$ cat src/rtl/fft4_output_serializer_if.sv
// Bundles the frame-in and beat-out handshakes of the 4-point FFT output serializer.
//   master : the side that produces frames and consumes beats
//            (drives in_valid, y*_re/y*_im and out_ready)
//   slave  : the serializer itself
//            (drives in_ready and out_valid/out_re/out_im/out_idx/out_last)
// Each DATA_W field is one two's complement component of a complex sample.
interface fft4_output_serializer_if #(
  parameter int unsigned DATA_W = 16
);
  // Frame input side
  logic              in_valid;
  logic              in_ready;
  logic [DATA_W-1:0] y0_re;
  logic [DATA_W-1:0] y1_re;
  logic [DATA_W-1:0] y2_re;
  logic [DATA_W-1:0] y3_re;
  logic [DATA_W-1:0] y0_im;
  logic [DATA_W-1:0] y1_im;
  logic [DATA_W-1:0] y2_im;
  logic [DATA_W-1:0] y3_im;

  // Beat output side
  logic              out_valid;
  logic              out_ready;
  logic [DATA_W-1:0] out_re;
  logic [DATA_W-1:0] out_im;
  logic [1:0]        out_idx;
  logic              out_last;

  modport master (
    output in_valid,
    output y0_re, y1_re, y2_re, y3_re,
    output y0_im, y1_im, y2_im, y3_im,
    output out_ready,
    input  in_ready,
    input  out_valid, out_re, out_im, out_idx, out_last
  );

  modport slave (
    input  in_valid,
    input  y0_re, y1_re, y2_re, y3_re,
    input  y0_im, y1_im, y2_im, y3_im,
    input  out_ready,
    output in_ready,
    output out_valid, out_re, out_im, out_idx, out_last
  );
endinterface

$ cat src/rtl/fft4_output_serializer.sv
// Downstream stage of the 4-point DIF FFT core. Captures one parallel frame (y0..y3, complex)
// into one of two ping-pong banks and streams it out one complex sample per beat.
//
// Ports
//   clk    : clock, all state updates on the rising edge
//   reset  : asynchronous, active-low; discards all buffered frames and clears the banks
//   bus    : fft4_output_serializer_if.slave
//            in_valid/in_ready + y*_re/y*_im  frame input (accepted when both high)
//            out_valid/out_ready + out_re/out_im/out_idx/out_last  beat output
//
// Configuration macro: FFT4_REORDER_EN
//   defined   : frame is bit-reversed DIF output; words are read y0, y2, y1, y3
//   undefined : words are read in port order y0, y1, y2, y3
//   out_idx is 0..3 in both cases; ports, latency and handshake are unchanged.
module fft4_output_serializer #(
  parameter int unsigned DATA_W = 16
) (
  input logic                      clk,
  input logic                      reset,
  fft4_output_serializer_if.slave  bus
);

  // State is the number of frames held in the banks
  typedef enum logic [1:0] {
    StEmpty = 2'd0,
    StOne   = 2'd1,
    StFull  = 2'd2
  } state_e;

  state_e state_q, state_d;

  logic       wr_bank_q, wr_bank_d;
  logic       rd_bank_q, rd_bank_d;
  logic [1:0] beat_cnt_q, beat_cnt_d;

  logic [DATA_W-1:0] re_q [2][4];
  logic [DATA_W-1:0] re_d [2][4];
  logic [DATA_W-1:0] im_q [2][4];
  logic [DATA_W-1:0] im_d [2][4];

  logic       in_ready;
  logic       out_valid;
  logic       out_last;
  logic       push;
  logic       beat_acc;
  logic       frame_done;
  logic [1:0] rd_word;

  // ---------------------------------------------------------------------------
  // FSM: state register
  // ---------------------------------------------------------------------------
  always_ff @(posedge clk or negedge reset) begin
    if (!reset) begin
      state_q <= StEmpty;
    end else begin
      state_q <= state_d;
    end
  end

  // ---------------------------------------------------------------------------
  // FSM: next state
  // ---------------------------------------------------------------------------
  always_comb begin
    state_d = state_q;
    unique case (state_q)
      StEmpty: begin
        if (push) state_d = StOne;
      end
      StOne: begin
        // Push together with frame completion leaves the count unchanged
        if (push && !frame_done)      state_d = StFull;
        else if (frame_done && !push) state_d = StEmpty;
      end
      StFull: begin
        if (frame_done) state_d = StOne;
      end
      default: state_d = StEmpty;
    endcase
  end

  // ---------------------------------------------------------------------------
  // FSM: outputs, decoded from registers only (no input-to-output path)
  // ---------------------------------------------------------------------------
  always_comb begin
    in_ready  = (state_q != StFull);
    out_valid = (state_q != StEmpty);
    out_last  = out_valid && (beat_cnt_q == 2'd3);
  end

  // Handshake events
  always_comb begin
    push       = bus.in_valid && in_ready;
    beat_acc   = out_valid && bus.out_ready;
    frame_done = beat_acc && out_last;
  end

  // ---------------------------------------------------------------------------
  // Datapath next state: bank write, bank pointers, beat counter
  // ---------------------------------------------------------------------------
  always_comb begin
    re_d       = re_q;
    im_d       = im_q;
    wr_bank_d  = wr_bank_q;
    rd_bank_d  = rd_bank_q;
    beat_cnt_d = beat_cnt_q;

    if (push) begin
      re_d[wr_bank_q][0] = bus.y0_re;
      re_d[wr_bank_q][1] = bus.y1_re;
      re_d[wr_bank_q][2] = bus.y2_re;
      re_d[wr_bank_q][3] = bus.y3_re;
      im_d[wr_bank_q][0] = bus.y0_im;
      im_d[wr_bank_q][1] = bus.y1_im;
      im_d[wr_bank_q][2] = bus.y2_im;
      im_d[wr_bank_q][3] = bus.y3_im;
      wr_bank_d          = ~wr_bank_q;
    end

    if (beat_acc) begin
      beat_cnt_d = beat_cnt_q + 2'd1;
      // Wrapping past the last beat frees the bank and moves to the other one
      if (beat_cnt_q == 2'd3) begin
        rd_bank_d = ~rd_bank_q;
      end
    end
  end

  always_ff @(posedge clk or negedge reset) begin
    if (!reset) begin
      wr_bank_q  <= 1'b0;
      rd_bank_q  <= 1'b0;
      beat_cnt_q <= 2'd0;
      for (int b = 0; b < 2; b++) begin
        for (int w = 0; w < 4; w++) begin
          re_q[b][w] <= '0;
          im_q[b][w] <= '0;
        end
      end
    end else begin
      wr_bank_q  <= wr_bank_d;
      rd_bank_q  <= rd_bank_d;
      beat_cnt_q <= beat_cnt_d;
      re_q       <= re_d;
      im_q       <= im_d;
    end
  end

  // ---------------------------------------------------------------------------
  // Read mux: unregistered, so a stalled beat holds as long as its registers do
  // ---------------------------------------------------------------------------
`ifdef FFT4_REORDER_EN
  // Bit-reversed frame: beat k reads word bitrev(k), giving y0, y2, y1, y3
  assign rd_word = {beat_cnt_q[0], beat_cnt_q[1]};
`else
  assign rd_word = beat_cnt_q;
`endif

  always_comb begin
    bus.in_ready  = in_ready;
    bus.out_valid = out_valid;
    bus.out_last  = out_last;
    bus.out_idx   = beat_cnt_q;
    bus.out_re    = re_q[rd_bank_q][rd_word];
    bus.out_im    = im_q[rd_bank_q][rd_word];
  end

endmodule

$ cat src/flat_wrapper.sv
// flat-port wrapper written by rule: the top's interface ports become plain ports
module fft4_output_serializer_flat 
#(
  parameter int unsigned DATA_W = 16
)
  (clk, reset, bus_in_valid, bus_y0_re, bus_y1_re, bus_y2_re, bus_y3_re, bus_y0_im, bus_y1_im, bus_y2_im, bus_y3_im, bus_out_ready, bus_in_ready, bus_out_valid, bus_out_re, bus_out_im, bus_out_idx, bus_out_last);
  fft4_output_serializer_if #(.DATA_W(DATA_W)) bus_i ();
  input logic clk;
  input logic reset;
  input wire logic [$bits(bus_i.in_valid)-1:0] bus_in_valid;
  input wire logic [$bits(bus_i.y0_re)-1:0] bus_y0_re;
  input wire logic [$bits(bus_i.y1_re)-1:0] bus_y1_re;
  input wire logic [$bits(bus_i.y2_re)-1:0] bus_y2_re;
  input wire logic [$bits(bus_i.y3_re)-1:0] bus_y3_re;
  input wire logic [$bits(bus_i.y0_im)-1:0] bus_y0_im;
  input wire logic [$bits(bus_i.y1_im)-1:0] bus_y1_im;
  input wire logic [$bits(bus_i.y2_im)-1:0] bus_y2_im;
  input wire logic [$bits(bus_i.y3_im)-1:0] bus_y3_im;
  input wire logic [$bits(bus_i.out_ready)-1:0] bus_out_ready;
  output wire logic [$bits(bus_i.in_ready)-1:0] bus_in_ready;
  output wire logic [$bits(bus_i.out_valid)-1:0] bus_out_valid;
  output wire logic [$bits(bus_i.out_re)-1:0] bus_out_re;
  output wire logic [$bits(bus_i.out_im)-1:0] bus_out_im;
  output wire logic [$bits(bus_i.out_idx)-1:0] bus_out_idx;
  output wire logic [$bits(bus_i.out_last)-1:0] bus_out_last;
  assign bus_i.in_valid = bus_in_valid;
  assign bus_i.y0_re = bus_y0_re;
  assign bus_i.y1_re = bus_y1_re;
  assign bus_i.y2_re = bus_y2_re;
  assign bus_i.y3_re = bus_y3_re;
  assign bus_i.y0_im = bus_y0_im;
  assign bus_i.y1_im = bus_y1_im;
  assign bus_i.y2_im = bus_y2_im;
  assign bus_i.y3_im = bus_y3_im;
  assign bus_i.out_ready = bus_out_ready;
  assign bus_in_ready = bus_i.in_ready;
  assign bus_out_valid = bus_i.out_valid;
  assign bus_out_re = bus_i.out_re;
  assign bus_out_im = bus_i.out_im;
  assign bus_out_idx = bus_i.out_idx;
  assign bus_out_last = bus_i.out_last;
  fft4_output_serializer #(.DATA_W(DATA_W)) u_core (.clk(clk), .reset(reset), .bus(bus_i));
endmodule
$ cat config.mk
export PLATFORM = sky130hd
export DESIGN_NAME = fft4_output_serializer_flat
export DESIGN_NICKNAME = d
export VERILOG_FILES = /design/src/rtl/fft4_output_serializer_if.sv /design/src/rtl/fft4_output_serializer.sv /design/src/flat_wrapper.sv
export SDC_FILE = /design/constraint.sdc
export NUM_CORES = 1
export LEC_CHECK = 0
export CORE_UTILIZATION = 40
export DETAILED_ROUTE_END_ITERATION = 12
export PLACE_DENSITY_LB_ADDON = 0.1
export SYNTH_ARGS = -nofsm -noshare
export SYNTH_HDL_FRONTEND = slang
export SYNTH_SLANG_ARGS = --single-unit
$ cat constraint.sdc
create_clock -name clk -period 3.3 [get_ports clk]
set_input_delay 0.66 -clock clk [delete_from_list [all_inputs] [get_ports clk]]
set_output_delay 0.66 -clock clk [all_outputs]
set_load 0.01 [all_outputs]
# After elaboration in Yosys (flattened, before gate mapping)

Index checks and enable logic that the tools add are counted.

Add/sub/neg operators: 1
Multiply operators: 0
Divide/modulo/power cells: 0
$lt $le $gt $ge: 4
Equality and inequality tests: 7
Shift-type cells: 0
Multiplexer cells: 33
Bitwise gates (word level): 5
Reductions and logical operators: 13

Operators by type and width:

| operator            | number |
|---|---|
| $bwmux 128          | 8 |
| $mux 64             | 7 |
| $demux 64 s1        | 4 |
| $mux 16             | 5 |
| $bmux 16 s2         | 2 |
| $mux 48             | 1 |
| $mux 32             | 1 |
| $mux 2              | 4 |
| $logic_and 1x1->1   | 7 |
| $pmux 2 s3          | 1 |
| $eq 2x2->1 const B  | 2 |
| $ge 2x2->1 const B  | 2 |
| $ne 2x1->1 const B  | 2 |
| $not 1->2           | 2 |
| $ge 3x3->1 const B  | 1 |
| $ne 3x1->1 const B  | 1 |
| $not 2->3           | 1 |
| $reduce_and 3->1    | 1 |
| $add 2x1->2 const B | 1 |
| $eq 2x1->1 const B  | 1 |
| $logic_not 1->1     | 2 |
| $logic_not 2->1     | 1 |
| $lt 2x1->1 const B  | 1 |
| $ne 2x2->1 const B  | 1 |
| 3 further kinds     | 4 |

Register bits: 262
Latch bits: 0
RAM bits: 0
Bits in read-only memories: 0
Input bits: 132
Output and inout bits: 37
Logic and storage cells: 83
Memories kept: 0

# Logic depth before layout (Yosys ltp)

Gate-level depths: netlist of run 1.

Depth after elaboration: 9
Mapped depth: 6
Gate-level depth less buffers: 4

# Least setup slack after synthesis of run 1

OpenSTA, ideal clock, no wires.

Path kind: register to output
Start point: register u_core.beat_cnt_q[1], in the netlist u_core.bus.out_idx[1]
End point: output bus_out_re[10]
Arrival time: 1.570 ns
Data required time: 2.640 ns
Path slack: 1.070 ns
Stages on the path, launching flop included: 5
Buffers on the path: 2
Cells stage by stage: dfrtp_1 -> buf_2 -> buf_1 -> mux4_2 -> mux2_2

Word-level cells in the longest chain between the ends: 4

Ends and longest elaborated chain:

| what                                       | RTL line                      | text |
|---|---|---|
| start: declaration                         | fft4_output_serializer.sv:34  | `logic [1:0] beat_cnt_q, beat_cnt_d;` |
| start signal: assignment                   | fft4_output_serializer.sv:142 | `beat_cnt_q <= beat_cnt_d;` |
| $not 2->3 (not written as such)            | fft4_output_serializer.sv:163 | `bus.out_re = re_q[rd_bank_q][rd_word];` |
| $bmux 16 s2                                | fft4_output_serializer.sv:163 |  |
| $mux 16 (not written as such) (2 in a row) | fft4_output_serializer.sv:163 |  |
| end: declaration                           | flat_wrapper.sv:22            | `output wire logic [$bits(bus_i.out_re)-1:0] bus_out_re;` |

Every way passes these cells. The select of a mux whose other input is x is not followed.

# Worst setup path after layout of run 1

Start point: register u_core.rd_bank_q
End point: output bus_out_im[13]

Word-level cells in the longest chain between the ends: 7

Ends and longest elaborated chain:

| what                                       | RTL line                      | text |
|---|---|---|
| start: declaration                         | fft4_output_serializer.sv:33  | `logic rd_bank_q, rd_bank_d;` |
| start signal: assignment                   | fft4_output_serializer.sv:141 | `rd_bank_q <= rd_bank_d;` |
| $not 1->2 (not written as such)            | fft4_output_serializer.sv:164 | `bus.out_im = im_q[rd_bank_q][rd_word];` |
| $mux 64 (not written as such) (3 in a row) | fft4_output_serializer.sv:164 |  |
| $bmux 16 s2                                | fft4_output_serializer.sv:164 |  |
| $mux 16 (not written as such) (2 in a row) | fft4_output_serializer.sv:164 |  |
| end: declaration                           | flat_wrapper.sv:23            | `output wire logic [$bits(bus_i.out_im)-1:0] bus_out_im;` |

Every way passes these cells. The select of a mux whose other input is x is not followed.

==> results of run 1 <==
-- flip-flops by register name, indices dropped and copies added, names as in the netlist --
register / count
u_core.bus.out_idx: 2
u_core.re_q: 128
u_core.state_q: 2
u_core.wr_bank_q: 1
u_core.im_q: 128
u_core.rd_bank_q: 1
-- routing by layer --
metal,GRT usage [%],share of wire [%],vias up
met5,0,0.14,-
met2,32.6,51,145
met1,22.3,41,3558
met4,4.06,1.9,6
met3,4.97,6.2,43
li1,-,-,2959
-- cell families (layout without fill, tap and decap cells) --
group	after synthesis	in the layout
other	0	2
adder cells (fa/ha/maj)	1	1
XOR/XNOR	2	2
flip-flops	262	262
AO/OA/AOI/OAI	3	3
AND/OR/NAND/NOR	12	12
multiplexers	355	355
buffers and inverters	48	258
-- report_power, final --
group,total [uW],switching (uW),internal [uW]
clock network,3430,1300,2140
registers,5750,870,4880
logic,6510,2610,3900
total,15700,4770,10900
-- final cells by class --
class                      instances  share of cell area [%]
sequential                       262                    43.3
multi-input combinational        373                    32.6
timing repair buffer             201                    13.9
clock buffer                      42                    5.98
tap                              384                    3.17
clock inverter                    13                   0.966
inverter                           2                  0.0495
antenna                            2                  0.0330
-- worst max-delay path: cells and delay by family (launching register included) --
kind | cells | cell delay [ps]
DFF | 1 | 490
muxes | 2 | 880
buffers and inverters | 3 | 630
-- through the flow --
stage | hold slack (ps) | worst slack (ps) | power (uW) | instance area, um2
6_report | 66.3 | 80.1 | 15700 | 15200
5_1_grt | 91.4 | 19.1 | 16700 | 15200
4_1_cts | 67.2 | -3.04 | 15800 | 15000
3_5_place_dp | 467 | 451 | 12400 | 13900
3_3_place_gp | 459 | 452 | 12100 | 13900
2_1_floorplan | 364 | 1070 | 9920 | 11900
-- cell usage in the layout, fill, tap and decap left out, drive strengths merged, types with 2 or more instances in the layout --
cell type,count
dfrtp,262
buf,34
clkinv,8
nor2b,2
mux2,290
nand3,2
xnor2,2
dlygate4sd2,30
mux4,64
o21ai,2
diode,2
nand2,3
inv,3
clkdlybuf4s50,137
bufinv,3
and2,2
clkbuf,42
-- worst max-delay path by stage --
stage / end / slack, ps / cells after the start
after global placement: bus_out_im[5] / 450 / 4
final: bus_out_im[13] / 80 / 5
after global routing: bus_out_im[14] / 20 / 5
after detailed placement: bus_out_im[5] / 450 / 4
after floorplan: bus_out_re[10] / 1070 / 4
after CTS: bus_out_im[2] / -3 / 4
-- timing repair --
item	4_1_cts	5_1_grt
endpoints found under the hold margin	0	0
cloned	2	0
setup endpoints to repair	31	4
gates resized for setup	40	0
hold buffers	0	0
setup buffers	6	12
==> impl_metrics.toml, run 1 <==
[outcome]
status = "finished clean"

[placement]
dpl.hpwl_mm = 17.5
portBuffers = 168
gp_congestion = 0.756
placed_cells = 1203

[setup_path]
rr_worst_depth = 5
arrival_ps = 2560
end_kind = "output pin"
critical_path_class = "flip-flop to output pin"
worst_path_largest_cell_delay_ps = 580
r2r_slack_ps = 1320
crit_slowest_cell = "mux4_1"
cp-start-kind = "flip-flop"
crit_required_ps = 2640
timing.rr.end = "u_core.im_q[54]"
crit_start = "u_core.rd_bank_q"
timing.rr.start = "u_core.state_q[1]"
path_cells = "buf_16, buf_4, mux4_1, mux2_2, dlygate4sd2_1"
cp_max_fo = 8

[floorplanning]
fp.dieArea_um2 = 30300
num_rows = 62
pin_count = 169
die_y_um = 174
core_area_um2 = 28900
start_util_pct = 41.0
die_x_um = 174

[grt]
grt_pass1_wl_mm = 43.2
grt_overflow = 0
grt_max_degree = 82
antenna_found_initial = 5
grt_pass1_vias = 7746
grt_use_total_pct = 18.4

[logic_synthesis]
synth_top_family_by_area = "multiplexers"
syn_avg_cell_area_um2 = 17.4
synthTopCellsByArea = "dfrtp_1, mux2_1, mux4_2"
synthAdderAreaFrac_pct = 0.106
syn-cell-area_um2 = 11900
synth_ff_type = "dfrtp_1"
synthesis.instances = 683
synth_xor_area_share_pct = 0.148
ys_types = 25
synth.top_cell.area_share_pct = 55.3
yosysMostFrequentCell = "dfrtp_1"
synth_commonest_cells = "dfrtp_1, mux2_1, mux2_2"
yosys.area.top_type = "dfrtp_1"
synth-async-reset-ratio_pct = 100
ys_seq_area_share_pct = 55.3
yosysWarnings = 0
synth-edff-count = 0
synth-simple-area-share_pct = 0.602
synth-seq-cells = 262
syn_nets = 816
synth_mux_area_share_pct = 40.7
synth_compound_area_share_pct = 0.137

[pwr]
ir_worst_vdd_uv = 656
p_leak_uw = 0.00631
p_per_area_nw_per_um2 = 1030

[sta]
finClkSkew_ps = 19.4
drv_slew = 0
hold_violations = 0
fmax_ghz = 0.311
fin_tns_setup_ps = 0
rsz0062_at_grt = "false"
min_period_ps = 3220
worst_pin_slew_ps = 691
relSlewSlack_pct = 53.9
final.period_utilization_pct = 97.6
finalSetupViolations = 0

[job]
max_cap_viol_count = 0

[cells_and_area]
area_growth_pct = 27.9
fillers = 2407
drive_above_1_share_pct = 22.2
multi_input_area_um2 = 4940
final_nets = 1004
instances_no_fill = 1279
seqCellArea_um2 = 6560
utilization_pct = 52.4

[clock_tree]
clock_sinks = 262
tritoncts = "done"
clk_path_buf_depth = 3
cts_root_buffer = "clkbuf_16"
cts_inserted_buffers = 31
clkLatencyLatePin_ps = 550
path_clk_slew_ps = 60
htree_levels = 1

[route]
vias_per_cell = 5.25
drt_first_pass_iters = 4
antenna_left = 0
drcViolationCount = 0
wl_per_cell_um = 21.2
finalWirelength_mm = 27.1
vias = 6711
first_iter_violations = 182

[hold_path]
hold_path.class = "input pin to async pin"
No activity file was read; power rests on OpenSTA's default activity.
==> run 2: changes to the inputs <==
--- a/config.mk
+++ b/config.mk
@@ -7,6 +7,7 @@
 export LEC_CHECK = 0
 export CORE_UTILIZATION = 40
 export DETAILED_ROUTE_END_ITERATION = 12
+export DONT_BUFFER_PORTS = 1
 export PLACE_DENSITY_LB_ADDON = 0.1
 export SYNTH_ARGS = -nofsm -noshare
 export SYNTH_HDL_FRONTEND = slang
==> run 2 against run 1 <==
Worst setup slack better by 62 ps. The flow now finishes with violations (negative hold slack). Power is 8.5% lower. Die area stayed put. Worst hold slack worse by 250 ps. Sequential power is 2% higher. Clock skew is 13 ps lower. Clock power is 2% lower. Sequential cell count stayed put. Cell count is 15% lower. First-iteration DRC count is 15% higher. Maximum frequency is 1.9% higher.
==> impl_metrics.toml, run 2 (synthesis gave the netlist of run 1 again) <==
[outcome]
status = "finished with violations"
violations = "negative hold slack"

[setup_path]
cp_max_fo = 24
end_kind = "output pin"
crit_slowest_cell = "dfrtp_4"
path_cells = "buf_12, mux4_1, mux2_2"
cp-start-kind = "flip-flop"
crit_required_ps = 2640
worst_path_largest_cell_delay_ps = 750
critical_path_class = "flip-flop to output pin"
arrival_ps = 2500

[route]
drcViolationCount = 0
vias_per_cell = 5.47
finalWirelength_mm = 25.0
drt_first_pass_iters = 5
vias = 5945
antenna_left = 0
first_iter_violations = 209
wl_per_cell_um = 23.0

[sta]
finClkSkew_ps = 6.20
worst_pin_slew_ps = 708
hold_violations = 262
rsz0062_at_grt = "false"
min_period_ps = 3160
drv_slew = 0
fin_tns_setup_ps = 0
fmax_ghz = 0.317
finalSetupViolations = 0
relSlewSlack_pct = 52.8
hold_ws_ps = -188
final.period_utilization_pct = 95.7

[cells_and_area]
final_nets = 814
fin_area_um2 = 13200
fillers = 2477
utilization_pct = 45.6
final_cell_mix = "dfrtp_1, mux2_1, mux2_2, mux4_2, clkbuf_16"
area_growth_pct = 11.4
mostFrequentLayoutCell = "dfrtp_1"
reg.largest.list = "u_core.im_q (128), u_core.re_q (128)"
drive_above_1_share_pct = 23.3

[floorplanning]
fp.dieArea_um2 = 30300
core_area_um2 = 28900
start_util_pct = 41.0
num_rows = 62
die_y_um = 174
pin_count = 169
die_x_um = 174

[grt]
grt_use_total_pct = 17.2
grt_pass1_wl_mm = 40.3
grt_max_degree = 263
grt_pass1_vias = 6813
antenna_found_initial = 0
grt_overflow = 0

[clock_tree]
clk_path_buf_depth = 3
cts_setup_buffers = 0
clkLatencyLatePin_ps = 550
htree_levels = 1
cts_resized = 0
clock_sinks = 262
cts_root_buffer = "clkbuf_16"
path_clk_slew_ps = 50
cts_inserted_buffers = 30
tritoncts = "done"

[pwr]
p_leak_uw = 0.00544
total_power_uw = 14400
p_per_area_nw_per_um2 = 1090
ir_worst_vdd_uv = 514

[placement]
dpl_cell_area_um2 = 12200
portBuffers = 0
gp_congestion = 0.733
dpl.hpwl_mm = 16.7

[hold_path]
hold_path.class = "input pin to async pin"

[job]
max_cap_viol_count = 0
run 2: changes by cell type in the layout (fill, tap and decap cells not counted), moves of 5 or more:
cell             previous run  this run
clkdlybuf4s50_1           137         0
dlygate4sd2_1              30         0
clkinv_2                    8         3
clkbuf_1                    2         7
mux4_2                     41        36
mux4_1                     23        28
buf_12                     12         7
buf_4                      17         5
run 2: report_power, final:
part	total [uW]	switching, uW	leakage [uW]	internal (uW)
Sequential	5840	960	0.00308	4880
Clock	3350	1260	0.000499	2090
Combinational	5170	2180	0.00187	2980
run 2: critical path: cells and delay by family, from the launching register on:
kind	cells	cell delay (ps)
flip-flops	1	750
multiplexers	2	900
buffers and inverters	1	280
run 2: metal layers:
layer	track usage, %	vias to the layer above	wire (um)
li1	-	2578	-
met4	4.39	0	523
met3	6.56	40	2360
met2	29.6	151	12600
met5	0	-	0
met1	20.1	3176	9530
run 2: stage by stage:
stage | setup WS (ps) | cells
finish | 142 | 1087
global route | 19.2 | 1085
CTS | 65.8 | 1085
detailed placement | 667 | 1033
global placement | 674 | 1033
floorplan | 1070 | 683
run 2: layout make-up:
type | count | area [um2] | share of cell area [%]
antenna | 2 | 5.00 | 0.0379
clock buffer | 45 | 898 | 6.80
clock inverter | 7 | 114 | 0.862
inverter | 2 | 7.51 | 0.0569
multi-input combinational | 373 | 4960 | 37.6
sequential | 262 | 6560 | 49.7
tap | 384 | 480 | 3.64
timing repair buffer | 12 | 178 | 1.35
run 2: final timing paths:
check,from,to,slack [ps],depth (start not counted)
max,u_core.rd_bank_q,bus_out_re[0],140,3
max in group asynchronous,reset,u_core.bus.out_idx[1],3120,0
min reg2reg,u_core.re_q[97],u_core.re_q[97],480,1
min,reset,u_core.re_q[36],-190,0
min in group clk,bus_y2_im[10],u_core.im_q[26],240,1
max reg2reg,u_core.state_q[1],u_core.re_q[60],1040,5
==> run 3: changes to the inputs <==
==> constraint.sdc (replaced) <==
create_clock -name clk -period 3.8 [get_ports clk]
set_input_delay 0.76 -clock clk [delete_from_list [all_inputs] [get_ports clk]]
set_output_delay 0.76 -clock clk [all_outputs]
set_load 0.01 [all_outputs]
==> run 3 against run 2 <==
The run still ends with negative hold slack left. Routed wire length grew 2.0%. Sequential cell count is the same. Cell count grew 0.55%. Sequential share of layout area grew 0.17 points. Clock power shrank 15%. Global-route usage rose by 0.22 points. Sequential power is 12% lower. Non-clock buffer count shrank 1. Worst setup slack better by 350 ps. Combinational power is 15% lower. Final area is 0.35% lower. Largest cell class unchanged.
==> impl_metrics.toml, run 3 (synthesis gave the netlist of run 1 again) <==
[outcome]
status = "finished with violations"
violations = "negative hold slack"

[sta]
finClkSkew_ps = 7.95
relSlewSlack_pct = 44.1
final.period_utilization_pct = 86.9
hold_violations = 210
fin_tns_setup_ps = 0
drv_slew = 0
finalSetupViolations = 0
rsz0062_at_grt = "false"
fmax_ghz = 0.303
hold_ws_ps = -80.0
min_period_ps = 3300
worst_pin_slew_ps = 838

[clock_tree]
htree_levels = 1
tritoncts = "done"
cts_inserted_buffers = 30
path_clk_slew_ps = 60
clock_sinks = 262
clk_path_buf_depth = 3
cts_setup_buffers = 0
clkLatencyLatePin_ps = 540
cts_root_buffer = "clkbuf_16"

[cells_and_area]
reg.largest.list = "u_core.im_q (128), u_core.re_q (128)"
drive_above_1_share_pct = 24.2
area_growth_pct = 11.0
mostFrequentLayoutCell = "dfrtp_1"
utilization_pct = 45.5
final_cell_mix = "dfrtp_1, mux2_1, mux2_2, mux4_2, clkbuf_16"
final_nets = 813
fillers = 2483

[grt]
antenna_found_initial = 3
grt_overflow = 0
grt_pass1_wl_mm = 40.6
grt_use_total_pct = 17.4
grt_pass1_vias = 6782
grt_max_degree = 263

[placement]
gp_congestion = 0.798
dpl.hpwl_mm = 17.1
portBuffers = 0

[setup_path]
timing.rr.start = "u_core.state_q[1]"
cp_max_fo = 29
cp-start-kind = "flip-flop"
crit_start = "u_core.rd_bank_q"
rr_worst_depth = 5
timing.rr.end = "u_core.re_q[2]"
crit_required_ps = 3040
end_kind = "output pin"
r2r_slack_ps = 1660
arrival_ps = 2540
critical_path_class = "flip-flop to output pin"
crit_end = "bus_out_im[5]"

[pwr]
p_clk_share_pct = 23.0
p_leak_uw = 0.00542
p_comb_share_pct = 35.4
seq_power_share_pct = 41.6
p_int_uw = 8510
ir_worst_vdd_uv = 454
switching_share_pct = 31.2
p_per_area_nw_per_um2 = 940
switchingPower_uw = 3860

[route]
drt_first_pass_iters = 6
antenna_left = 0
vias_per_cell = 5.47
finalWirelength_mm = 25.5
drcViolationCount = 0
wl_per_cell_um = 23.4
first_iter_violations = 182
vias = 5984

[hold_path]
hold_path.class = "input pin to async pin"

[floorplanning]
die_y_um = 174
start_util_pct = 41.0
pin_count = 169
fp.dieArea_um2 = 30300
core_area_um2 = 28900
num_rows = 62
die_x_um = 174

[job]
max_cap_viol_count = 0
-- run 3: layout make-up --
class	instances	area, um2	area share [%]
Clock buffer	38	852	6.48
Timing Repair Buffer	11	133	1.01
Sequential cell	262	6560	49.9
Multi-Input combinational cell	373	4960	37.7
Clock inverter	17	149	1.13
Tap cell	384	480	3.65
Antenna cell	6	15.0	0.114
Inverter	2	7.51	0.0571
-- run 3: timing repair --
action | CTS | global route
endpoints found under the hold margin | 262 | 262
resized for setup | 0 | 0
endpoints found under the setup margin | 0 | 0
-- run 3: worst min-delay path by stage --
| stage | cells after the start | start | slack [ps] | endpoint |
|---|---|---|---|---|
| final | 0 | reset | -80 | u_core.re_q[36] |
| after global routing | 0 | reset | -120 | u_core.re_q[84] |
| after CTS | 0 | reset | -120 | u_core.re_q[113] |
| after detailed placement | 0 | reset | 470 | u_core.re_q[100] |
| after global placement | 1 | u_core.im_q[81] | 460 | u_core.im_q[81] |
| after floorplan | 1 | u_core.im_q[67] | 450 | u_core.im_q[67] |
-- run 3: critical path, cell delays in order (launching register included) --
cell and delay [ps]:
dfrtp_4 740, buf_12 310, mux4_1 620, mux2_2 330
-- run 3: stage by stage --
step / std cells / power (uW) / setup WS (ps) / cell area [um2] / hold WS [ps]
6_report: 1093 / 12400 / 496 / 13200 / -80.0
5_1_grt: 1087 / 13200 / 354 / 13100 / -121
4_1_cts: 1087 / 12600 / 371 / 13100 / -115
3_5_place_dp: 1032 / 9710 / 965 / 12100 / 467
3_3_place_gp: 1032 / 9520 / 994 / 12100 / 460
2_1_floorplan: 683 / 8620 / 1470 / 11900 / 449
-- run 3: power by group through the flow --
stage	combinational [uW]	clock, uW	sequential [uW]
2_1_floorplan	3930	0	4690
3_3_place_gp	4370	0	5150
3_5_place_dp	4500	0	5210
4_1_cts	4510	2940	5170
5_1_grt	4760	3060	5350
6_report	4380	2850	5140
-- run 3: routing by layer --
layer  part of all wire (%)  vias to the layer above  GRT usage, %
li1                       -                     2588             -
met1                     38                     3209          20.0
met2                     50                      145          30.2
met3                    9.3                       42          6.71
met4                    2.6                        0          4.82
met5                      0                        -             0
